### src/rtl/wb_arb2_pkg.sv
// Shared types for the two-master round-robin Wishbone arbiter.
package wb_arb2_pkg;

    typedef enum logic [1:0] {
        IDLE = 2'd0,
        REQ  = 2'd1,
        WAIT = 2'd2
    } state_t;

    typedef logic grant_t;

endpackage

### src/rtl/wb_arb2_rr_pick.sv
// Combinational round-robin picker for two requesters.
module wb_arb2_rr_pick
    import wb_arb2_pkg::*;
(
    input  logic [1:0] i_req,
    input  grant_t     i_last,
    output logic       o_valid,
    output grant_t     o_grant
);

    always_comb begin
        o_valid = |i_req;
        o_grant = 1'b0;
        unique case (i_req)
            2'b01:   o_grant = 1'b0;
            2'b10:   o_grant = 1'b1;
            2'b11:   o_grant = ~i_last;
            default: o_grant = 1'b0;
        endcase
    end

endmodule

### src/rtl/wb_arb2_rr.sv
// Two-master round-robin arbiter onto one pipelined Wishbone slave.
// Optional slave watchdog enabled by defining WB_ARB2_TIMEOUT_EN.
module wb_arb2_rr
    import wb_arb2_pkg::*;
#(
    parameter int ADDR_WIDTH     = 32,
    parameter int DATA_WIDTH     = 32,
    parameter int TIMEOUT_CYCLES = 255
) (
    input  logic                    clk_i,
    input  logic                    rst_n_i,
    input  logic                    m0_cyc_i,
    input  logic                    m0_stb_i,
    input  logic [ADDR_WIDTH-1:0]   m0_adr_i,
    input  logic [DATA_WIDTH/8-1:0] m0_sel_i,
    input  logic                    m0_we_i,
    input  logic [DATA_WIDTH-1:0]   m0_dat_i,
    output logic [DATA_WIDTH-1:0]   m0_dat_o,
    output logic                    m0_ack_o,
    output logic                    m0_err_o,
    output logic                    m0_rty_o,
    output logic                    m0_stall_o,
    input  logic                    m1_cyc_i,
    input  logic                    m1_stb_i,
    input  logic [ADDR_WIDTH-1:0]   m1_adr_i,
    input  logic [DATA_WIDTH/8-1:0] m1_sel_i,
    input  logic                    m1_we_i,
    input  logic [DATA_WIDTH-1:0]   m1_dat_i,
    output logic [DATA_WIDTH-1:0]   m1_dat_o,
    output logic                    m1_ack_o,
    output logic                    m1_err_o,
    output logic                    m1_rty_o,
    output logic                    m1_stall_o,
    output logic                    s_cyc_o,
    output logic                    s_stb_o,
    output logic [ADDR_WIDTH-1:0]   s_adr_o,
    output logic [DATA_WIDTH/8-1:0] s_sel_o,
    output logic                    s_we_o,
    output logic [DATA_WIDTH-1:0]   s_dat_o,
    input  logic [DATA_WIDTH-1:0]   s_dat_i,
    input  logic                    s_ack_i,
    input  logic                    s_err_i,
    input  logic                    s_rty_i,
    input  logic                    s_stall_i
);

    state_t                    r_state;
    state_t                    w_state_nx;
    grant_t                    r_owner;
    grant_t                    r_last;
    logic [ADDR_WIDTH-1:0]     r_adr;
    logic [DATA_WIDTH/8-1:0]   r_sel;
    logic                      r_we;
    logic [DATA_WIDTH-1:0]     r_dat;

    logic [1:0] w_req;
    logic       w_valid;
    grant_t     w_grant;
    logic       w_accept;
    logic       w_busy;
    logic       w_resp;
    logic       w_owner_cyc;
    logic       w_to;
    logic       w_end;

    assign w_req = {m1_cyc_i & m1_stb_i, m0_cyc_i & m0_stb_i};

    wb_arb2_rr_pick u_pick (
        .i_req   (w_req),
        .i_last  (r_last),
        .o_valid (w_valid),
        .o_grant (w_grant)
    );

    assign w_busy      = (r_state != IDLE);
    assign w_accept    = (r_state == IDLE) & w_valid;
    assign w_resp      = s_ack_i | s_err_i | s_rty_i;
    assign w_owner_cyc = r_owner ? m1_cyc_i : m0_cyc_i;

`ifdef WB_ARB2_TIMEOUT_EN
    localparam int CW = $clog2(TIMEOUT_CYCLES + 1);
    logic [CW-1:0] r_cnt;

    always_ff @(posedge clk_i or negedge rst_n_i) begin
        if (!rst_n_i) begin
            r_cnt <= '0;
        end else if (w_accept) begin
            r_cnt <= '0;
        end else if (w_busy) begin
            r_cnt <= r_cnt + 1'b1;
        end
    end

    // A real slave response in the same cycle wins over the watchdog.
    assign w_to = w_busy & ~w_resp & (r_cnt == CW'(TIMEOUT_CYCLES));
`else
    logic w_unused_timeout;
    assign w_unused_timeout = (TIMEOUT_CYCLES != 0);
    assign w_to = 1'b0;
`endif

    // Completion, watchdog expiry and owner abort all close the cycle.
    assign w_end = w_busy & (w_resp | w_to | ~w_owner_cyc);

    always_comb begin
        w_state_nx = r_state;
        unique case (r_state)
            IDLE: if (w_valid) w_state_nx = REQ;
            REQ: begin
                if (w_end)           w_state_nx = IDLE;
                else if (!s_stall_i) w_state_nx = WAIT;
            end
            WAIT: if (w_end) w_state_nx = IDLE;
            default: w_state_nx = IDLE;
        endcase
    end

    always_ff @(posedge clk_i or negedge rst_n_i) begin
        if (!rst_n_i) begin
            r_state <= IDLE;
            r_owner <= 1'b0;
            r_last  <= 1'b1;
            r_adr   <= '0;
            r_sel   <= '0;
            r_we    <= 1'b0;
            r_dat   <= '0;
        end else begin
            r_state <= w_state_nx;
            if (w_accept) begin
                r_owner <= w_grant;
                r_adr   <= w_grant ? m1_adr_i : m0_adr_i;
                r_sel   <= w_grant ? m1_sel_i : m0_sel_i;
                r_we    <= w_grant ? m1_we_i  : m0_we_i;
                r_dat   <= w_grant ? m1_dat_i : m0_dat_i;
            end
            if (w_end) r_last <= r_owner;
        end
    end

    assign s_cyc_o = w_busy;
    assign s_stb_o = (r_state == REQ);
    assign s_adr_o = r_adr;
    assign s_sel_o = r_sel;
    assign s_we_o  = r_we;
    assign s_dat_o = r_dat;

    assign m0_dat_o = s_dat_i;
    assign m1_dat_o = s_dat_i;

    assign m0_ack_o = s_ack_i & w_busy & ~r_owner;
    assign m1_ack_o = s_ack_i & w_busy &  r_owner;
    assign m0_err_o = (s_err_i | w_to) & w_busy & ~r_owner;
    assign m1_err_o = (s_err_i | w_to) & w_busy &  r_owner;
    assign m0_rty_o = s_rty_i & w_busy & ~r_owner;
    assign m1_rty_o = s_rty_i & w_busy &  r_owner;

    assign m0_stall_o = ~(w_accept & ~w_grant);
    assign m1_stall_o = ~(w_accept &  w_grant);

endmodule
### config.mk
export PLATFORM = sky130hd
export DESIGN_NAME = wb_arb2_rr
export DESIGN_NICKNAME = d
export VERILOG_FILES = /design/src/rtl/wb_arb2_pkg.sv /design/src/rtl/wb_arb2_rr_pick.sv /design/src/rtl/wb_arb2_rr.sv
export SDC_FILE = /design/constraint.sdc
export NUM_CORES = 1
export LEC_CHECK = 0
export BUFFER_PORTS_ARGS = -buffer_cell sky130_fd_sc_hd__buf_2
export CORE_AREA = 2 2 127 129
export DETAILED_ROUTE_END_ITERATION = 7
export DIE_AREA = 0 0 129 131
export PLACE_DENSITY_LB_ADDON = 0.08
export SLEW_MARGIN = 20
export SYNTH_ARGS = -nofsm -noshare
export SYNTH_HDL_FRONTEND = slang
export SYNTH_SLANG_ARGS = --single-unit
### constraint.sdc
create_clock -name clk_i -period 1.7 [get_ports clk_i]
set_input_delay 0.17 -clock clk_i [delete_from_list [all_inputs] [get_ports clk_i]]
set_output_delay 0.17 -clock clk_i [all_outputs]
set_load 0.01 [all_outputs]
After elaboration in Yosys (flattened, before gate mapping)
Cells that the tools add are included.

Register bits after elaboration: 73. Latch bits: 0. Memory bits (writable): 0. Memory bits (read-only): 0. Input bits: 180. Output and inout port bits: 143. Word-level logic and storage cells: 53. Memories: 0.

$add $sub $neg: 0. $mul: 0. Div/mod/pow operators: 0. Magnitude comparators: 0. Equality and inequality tests: 7. Shift operators: 0. Muxes and demuxes: 11. Bitwise gates (word level): 24. Reduce and logical (&&, ||, !) cells: 4.

Operators with widths (number): two-way mux 32 bit (2); bitwise AND 1 bit (15); two-way mux 2 bit (4); == test 2 bit (second input constant) (3); inverter 1 bit (6); case mux 2 bit (3 select lines) (1); two-way mux 4 bit (1); inequality test 2 bit (second input constant) (2); inequality test 3 x 2 -> 1 bit (second input constant) (1); OR 1 bit (3); AND reduction 3 bit (1); == test 2 x 1 -> 1 bit (second input constant) (1); zero test 2 bit (1); two-way mux 1 bit (2); case mux 1 bit (2 select lines) (1); nonzero test 2 bit (1); OR reduction 2 bit (1).

Longest topological paths before layout
Gate-level depths: netlist of run 1.

Depth after elaboration: 6. Gate-level depth with buffers: 5. Gate-level depth less buffers: 4.

Cells and area by module
A second synthesis of run 1 with hierarchy kept.

Cells, all modules: 396. Area total of the unflattened synthesis: 3903.7 sq um.

Modules (own cells, without submodules): wb_arb2_rr (times used 1, cells each 394, area each 3890.0 sq um, seq. area each 1828.0 sq um); wb_arb2_rr_pick (times used 1, cells each 2, area each 13.8 sq um, seq. area each 0.0 sq um).

Worst setup path after synthesis of run 1
OpenSTA, ideal clock, no wires.

Path type: register -> output. Start: reg r_state[1]. End: out m1_stall_o. Data arrival time: 1347 ps. Required time: 1530 ps. Setup slack: 183 ps. Cell stages (with the launch flop): 6. Path buffers: 1. Cell sequence: dfrtp_1 -> nor2_4 -> inv_2 -> a311oi_4 -> buf_6 -> inv_2.

Cells in the longest elaborated chain, start to end: 4.

Ends and longest elaborated chain: from (decl) (RTL line wb_arb2_rr.sv:47) `state_t r_state;`; from (signal assigned) (RTL line wb_arb2_rr.sv:128) `r_state <= w_state_nx;`; zero test 2 bit (RTL line wb_arb2_rr.sv:76) `assign w_accept = (r_state == IDLE) & w_valid;`; bitwise AND 1 bit (RTL line wb_arb2_rr.sv:76); bitwise AND 1 bit (RTL line wb_arb2_rr.sv:158) `assign m1_stall_o = ~(w_accept & w_grant);`; inverter 1 bit (RTL line wb_arb2_rr.sv:158); to (decl) (RTL line wb_arb2_rr.sv:33) `output logic m1_stall_o,`.

Every way passes these cells.

Worst setup path in the final report of run 1
Start: reg r_state[0]. End: out m1_stall_o.

The elaborated chain is that of the path after synthesis.

==> qor.txt, run 1 <==
========================================================================================================
Number of antenna violations at the first check in global routing .........................            1
Effective utilization at floorplan ........................................................       25.05%
Area occupied by registers ................................................................     1828 µm²
Via count of the first global-routing pass ................................................         3617
Pin count of the biggest net entering global routing ......................................           53
Data required time at the worst endpoint ..................................................      1.53 ns
Maximum Capacitance Violations ............................................................            0
Number of register bits inferred by synthesis .............................................           73
Number of endpoints failing setup at the final stage ......................................            1
P&R area growth vs syn ....................................................................       38.74%
Root buffer selected by CTS ............................................................... sky130_fd_sc_hd__clkbuf_16
Setup skew after layout ...................................................................  0.007084 ns
Area of combinational cells with multiple inputs ..........................................     1415 µm²
Total Die Area ............................................................................    16900 µm²
Nets ......................................................................................          684
Cell area power density ...................................................................  1148 nW/µm²
Count of pins on the block boundary .......................................................          323
Routed via count divided by cell count ....................................................        4.727
First-pass GRT wire length ................................................................     19610 µm
Portion of the clock cycle consumed by the worst path in the final layout .................       101.7%
Violated checks ........................................................................... setup timing
Total vias in the final route .............................................................         3422
CTS sink count ............................................................................           73
Source of the worst register-to-register timing path ...................................... r_state[0]$_DFFE_PN0P_
Post-route core utilization ...............................................................       34.76%
Highest-count cells in the layout ignoring fill and taps .................................. sky130_fd_sc_hd__buf_2 (223), sky130_fd_sc_hd__dfrtp_1 (72), sky130_fd_sc_hd__a221o_1 (69)
Warnings from Yosys .......................................................................            0
Fraction of layout instances using a drive strength above 1 ...............................       56.30%
Endpoint class of the critical path ....................................................... primary output
Reg2reg end ............................................................................... s_adr_o[5]$_DFFE_PN0P_
Data arrival at the endpoint of the critical path .........................................      1.56 ns
Number of antenna-violating nets in the routed design .....................................            0
Global route total overflow ...............................................................            0
# port buffers ............................................................................          226
Post-route non-filler standard cell count .................................................          724
HPWL Detailed .............................................................................      8880 µm
Hold Startpoint ........................................................................... m1_dat_i[19]
Pre-Repair DR Iteration Count .............................................................            4
Total detailed-routing wirelength .........................................................     13240 µm
Instance area after placement .............................................................     4796 µm²
Internal reg-to-reg setup slack ...........................................................      0.07 ns
Leakage ...................................................................................     2.677 nW
Cell area after layout ....................................................................     5421 µm²
FF-to-FF path depth .......................................................................            7
Critical Path Source Type .................................................................         flop
Number of hold violations in the final report .............................................            0
Worst hold path endpoint .................................................................. s_dat_o[19]$_DFFE_PN0P_
Hold path depth ...........................................................................            2
Period minus WS final .....................................................................     1.729 ns
Register area share after synthesis .......................................................       46.78%
Avg WL per Cell ...........................................................................     18.29 µm
Highest ir drop seen on vdd ...............................................................    0.4121 mV
Min Hold Slack ............................................................................   0.05846 ns
Worst Path Class, Setup ...................................................................   reg -> out
Count of final max-slew check failures ....................................................            0
Number of placement rows ..................................................................           46
Cts bufs inserted .........................................................................            9
Height of the die .........................................................................       131 µm
Worst Hold Class ..........................................................................    in -> reg
Synth cell types ..........................................................................           28
Result of the run ......................................................................... complete, but fails checks
Post-CTS clock slew at the launch and capture registers of the worst setup and hold paths .      0.06 ns
GRT Resource Usage Total ..................................................................       15.17%
Number of antenna cells inserted ..........................................................            0
Die X .....................................................................................       129 µm
Synthesized instance count ................................................................          331
Final setup slack of the worst path .......................................................  -0.02887 ns
Mapped cell area ..........................................................................     3907 µm²
Number of fill cells in the layout ........................................................         1636
Actual slew at the worst max-slew pin .....................................................    0.4088 ns
Total nets after synthesis ................................................................          511
Buffers from clock root to sink, at most ..................................................            2
Maximum net fanout on the critical path ...................................................            3
Detailed-route DRC error count ............................................................            0
RSZ-0062 raised after global routing ......................................................          yes
Core outline area .........................................................................    15600 µm²
Fmax ......................................................................................    578.4 MHz
Max-slew headroom .........................................................................       72.39%
H-Tree Depth ..............................................................................            3
Avg Cell Area, Syn ........................................................................    11.81 µm²
Routability congestion estimate from global placement .....................................       0.7315
TritonCTS clock tree ......................................................................         done
Clk_lat worst skew ........................................................................      0.34 ns
Leading cell type in the layout, fill and taps excluded ................................... sky130_fd_sc_hd__buf_2
Number of DRC violations after detailed-routing iteration 0 ...............................          147
Cells after DPL ...........................................................................          691
========================================================================================================
worst max-delay path by stage:
| stage | start | endpoint | slack (ns) | cells past startpoint |
|---|---|---|---|---|
| 6_report | r_state[0]$_DFFE_PN0P_ | m1_stall_o | -0.03 | 6 |
| 5_1_grt | r_state[0]$_DFFE_PN0P_ | m1_stall_o | -0.13 | 6 |
| 4_1_cts | r_state[0]$_DFFE_PN0P_ | m1_stall_o | -0.09 | 6 |
| 3_5_place_dp | r_state[1]$_DFFE_PN0P_ | s_dat_o[29]$_DFFE_PN0P_ | -0.03 | 5 |
| 3_3_place_gp | r_state[1]$_DFFE_PN0P_ | s_dat_o[24]$_DFFE_PN0P_ | 0.02 | 5 |
| 2_1_floorplan | r_state[1]$_DFFE_PN0P_ | m1_stall_o | 0.18 | 5 |
layout make-up:
type	instances	share of cell area, %
clock buffers	13	5.170
clock inverters	2	0.6462
inverters	3	0.3462
multi-input cells	160	26.10
flip-flops and latches	73	33.72
well taps	216	4.985
repair buffers	257	29.03
cell usage after synthesis (all sizes together):
library cell / count / area share (%)
dlygate4sd1: 1 / 0.22
nor2: 1 / 0.29
nand2: 2 / 0.19
dfstp: 1 / 0.67
and2b: 1 / 0.22
a21boi: 70 / 13
clkbuf: 14 / 1.3
mux2: 1 / 0.29
nand2b: 1 / 0.16
or2b: 1 / 0.19
a311oi: 1 / 0.67
nor3b: 3 / 0.58
o41ai: 1 / 0.22
and3: 3 / 0.58
a32o: 1 / 0.26
o2111a: 1 / 0.29
a21o: 1 / 0.19
inv: 3 / 0.29
nor4: 1 / 0.16
dfrtp: 72 / 46
mux2i: 1 / 0.26
buf: 80 / 15
a22o: 1 / 0.22
a221o: 69 / 18
power breakdown:
part | internal (W) | switching [W] | total (W)
sequential | 0.00214 | 0.000201 | 0.00234
combinational | 0.000983 | 0.000907 | 0.00189
clock | 0.00129 | 0.000708 | 0.00199
through the flow:
step,setup WS (ns),power [W],setup TNS [ns]
after floorplan,0.1829,0.003452,0
after global placement,0.02318,0.004131,0
after detailed placement,-0.02577,0.004136,-0.3643
after CTS,-0.08738,0.006259,-0.09984
after global routing,-0.1347,0.006622,-0.7420
final,-0.02887,0.006223,-0.02887
routing by layer:
layer,GRT usage [%],up-vias,share of wire (%)
li1,-,1563,-
met1,17.61,1656,41
met2,25.33,169,48
met3,5.578,32,8.8
met4,6.458,2,2.0
met5,0,-,0.098
cell families after synthesis:
logic type / synth area share (%)
AOI/OAI and AO/OA: 32.98
muxes: 0.5443
buffers and inverters: 17.32
DFF: 46.78
and+or+nand+nor: 2.370
registers in the layout, indices dropped and copies added (netlist names):
name     flops
s_adr_o     32
s_we_o       1
r_state      2
s_sel_o      4
s_dat_o     32
r_last       1
r_owner      1
worst max-delay path, cell delays in order (launching register included):
cell	delay [ns]
sky130_fd_sc_hd__dfrtp_1	0.40
sky130_fd_sc_hd__nor2_4	0.16
sky130_fd_sc_hd__inv_4	0.05
sky130_fd_sc_hd__a311oi_4	0.32
sky130_fd_sc_hd__buf_12	0.16
sky130_fd_sc_hd__inv_4	0.03
sky130_fd_sc_hd__buf_6	0.10
repair_timing:
| action | in CTS | in global routing |
|---|---|---|
| pin swaps | 2 | 3 |
| hold buffers | 1 | 0 |
| endpoints found under the hold margin | 19 | 0 |
| gates resized for setup | 12 | 12 |
| gates cloned | 1 | 6 |
| buffers inserted | 7 | 5 |
| endpoints found under the setup margin | 26 | 61 |
Note: power is estimated with default switching activity, not from simulation.
==> inputs of run 2 (changes only) <==
- BUFFER_PORTS_ARGS: -buffer_cell sky130_fd_sc_hd__buf_2 -> not set
- CELL_PAD_IN_SITES_DETAIL_PLACEMENT: not set -> 2
- CELL_PAD_IN_SITES_GLOBAL_PLACEMENT: not set -> 2
- CORE_AREA: 2 2 127 129 -> 2 2 124 126
- DIE_AREA: 0 0 129 131 -> 0 0 126 128
- DONT_BUFFER_PORTS: not set -> 1
==> run 2 against run 1 <==
The flow now stops in clock tree synthesis (4_1_cts). Synthesized area is the same. Synthesized cell count is the same.
==> qor.txt, run 2 <==
==============================================================================
Result of the run ............................................... aborted with a tool error
Stage where the flow stopped .................................... clock tree synthesis (4_1_cts)
First Err ....................................................... [ERROR RSZ-0060] Max buffer count reached.
HPWL Detailed ...................................................      8347 µm
Root buffer selected by CTS ..................................... sky130_fd_sc_hd__clkbuf_16
Routability congestion estimate from global placement ...........       0.6964
Buffers from clock root to sink, at most ........................            2
Synth cell types ................................................           28
Top cells by area, synth ........................................ sky130_fd_sc_hd__dfrtp_1 (46%), sky130_fd_sc_hd__a221o_1 (18%), sky130_fd_sc_hd__a21boi_0 (13%)
Die X ...........................................................       126 µm
Post-cts repair resize count ....................................            0
Mapped cell area ................................................     3907 µm²
Total nets after synthesis ......................................          511
Height of the die ...............................................       128 µm
Number of placement rows ........................................           45
Setup repair bufs after CTS .....................................            2
Largest area contributor in the synthesized netlist ............. sky130_fd_sc_hd__dfrtp_1
Avg Cell Area, Syn ..............................................    11.81 µm²
Cts bufs inserted ...............................................            9
Count of pins on the block boundary .............................          323
H-Tree Depth ....................................................            3
Share of flip-flops with an asynchronous set or reset ...........       100.0%
CTS sink count ..................................................           73
Effective utilization at floorplan ..............................       26.29%
Number of enable-type register cells in the synthesized netlist .            0
Main synth FF type .............................................. sky130_fd_sc_hd__dfrtp_1
Register area share after synthesis .............................       46.78%
Synthesized instance count ......................................          331
Most numerous cell in the Yosys netlist ......................... sky130_fd_sc_hd__dfrtp_1
CTS hold repair buffers .........................................          101
Share of the synthesized area in the top cell type ..............       46.11%
Number of register bits inferred by synthesis ...................           73
Warnings from Yosys .............................................            0
# port buffers ..................................................            0
Synth cell count leaders ........................................ sky130_fd_sc_hd__dfrtp_1 (72), sky130_fd_sc_hd__a221o_1 (69), sky130_fd_sc_hd__a21boi_0 (66)
==============================================================================
## run 2: cell counts after synthesis
Identical to the previous run, type by type.
## run 2: stage by stage
| step | utilization (%) | worst slack [ns] | hold slack [ns] | std cells | instance area (µm²) |
|---|---|---|---|---|---|
| 3_5_place_dp | 24.30 | 0.1011 | -0.1235 | 435 | 3612 |
| 3_3_place_gp | 24.30 | 0.1851 | -0.1236 | 435 | 3612 |
| 2_1_floorplan | - | 0.1829 | -0.1256 | 331 | 3908 |
## run 2: cell families after synthesis
family / count (synthesis) / share of synthesized area [%]
compound gates: 145 / 32.98
buf+inv: 98 / 17.32
flops: 73 / 46.78
mux: 2 / 0.5443
simple gates: 13 / 2.370
==> inputs of run 3 (changes only) <==
- CELL_PAD_IN_SITES_DETAIL_PLACEMENT: 2 -> not set
- CELL_PAD_IN_SITES_GLOBAL_PLACEMENT: 2 -> not set
- CORE_AREA: 2 2 124 126 -> not set
- CORE_MARGIN: not set -> 2
- CORE_UTILIZATION: not set -> 25
- DIE_AREA: 0 0 126 128 -> not set
- PLACE_DENSITY_LB_ADDON: 0.08 -> 0.15
==> run 3 against run 2 <==
The run again fails in clock tree synthesis (4_1_cts). Synthesized cell count did not move. Synthesized area did not move.
==> qor.txt, run 3 <==
==============================================================================
Result of the run ............................................... aborted with a tool error
Stage where the flow stopped .................................... clock tree synthesis (4_1_cts)
First Err ....................................................... [ERROR RSZ-0060] Max buffer count reached.
Effective utilization at floorplan ..............................       25.61%
HPWL Detailed ...................................................      7310 µm
# port buffers ..................................................            0
Share of flip-flops with an asynchronous set or reset ...........       100.0%
CTS sink count ..................................................           73
Synth cell count leaders ........................................ sky130_fd_sc_hd__dfrtp_1 (72), sky130_fd_sc_hd__a221o_1 (69), sky130_fd_sc_hd__a21boi_0 (66)
Warnings from Yosys .............................................            0
Total nets after synthesis ......................................          511
Minimum setup slack after placement .............................    0.1419 ns
Number of enable-type register cells in the synthesized netlist .            0
Root buffer selected by CTS ..................................... sky130_fd_sc_hd__clkbuf_16
Register area share after synthesis .............................       46.78%
Die X ...........................................................     129.0 µm
Count of pins on the block boundary .............................          323
Instance area after placement ...................................     3666 µm²
Largest area contributor in the synthesized netlist ............. sky130_fd_sc_hd__dfrtp_1
Number of placement rows ........................................           45
CTS hold repair buffers .........................................          101
Mapped cell area ................................................     3907 µm²
Height of the die ...............................................     129.0 µm
H-Tree Depth ....................................................            3
Avg Cell Area, Syn ..............................................    11.81 µm²
Top cells by area, synth ........................................ sky130_fd_sc_hd__dfrtp_1 (46%), sky130_fd_sc_hd__a221o_1 (18%), sky130_fd_sc_hd__a21boi_0 (13%)
Post-cts repair resize count ....................................            5
Number of register bits inferred by synthesis ...................           73
Main synth FF type .............................................. sky130_fd_sc_hd__dfrtp_1
Share of the synthesized area in the top cell type ..............       46.11%
Setup repair bufs after CTS .....................................            4
Cts bufs inserted ...............................................            9
Synth cell types ................................................           28
Buffers from clock root to sink, at most ........................            2
Synthesized instance count ......................................          331
Routability congestion estimate from global placement ...........       0.7355
Most numerous cell in the Yosys netlist ......................... sky130_fd_sc_hd__dfrtp_1
==============================================================================
[run 3: cell counts after synthesis]
Identical to the previous run, type by type.
[run 3: cell families after synthesis]
group           Yosys count  share of synthesized area (%)
compound gates          145                          32.98
buf+inv                  98                          17.32
flops                    73                          46.78
mux                       2                         0.5443
simple gates             13                          2.370
[run 3: metrics by stage]
step / hold slack, ns / std cells
after floorplan: -0.1256 / 331
after global placement: -0.1229 / 458
after detailed placement: -0.1237 / 458
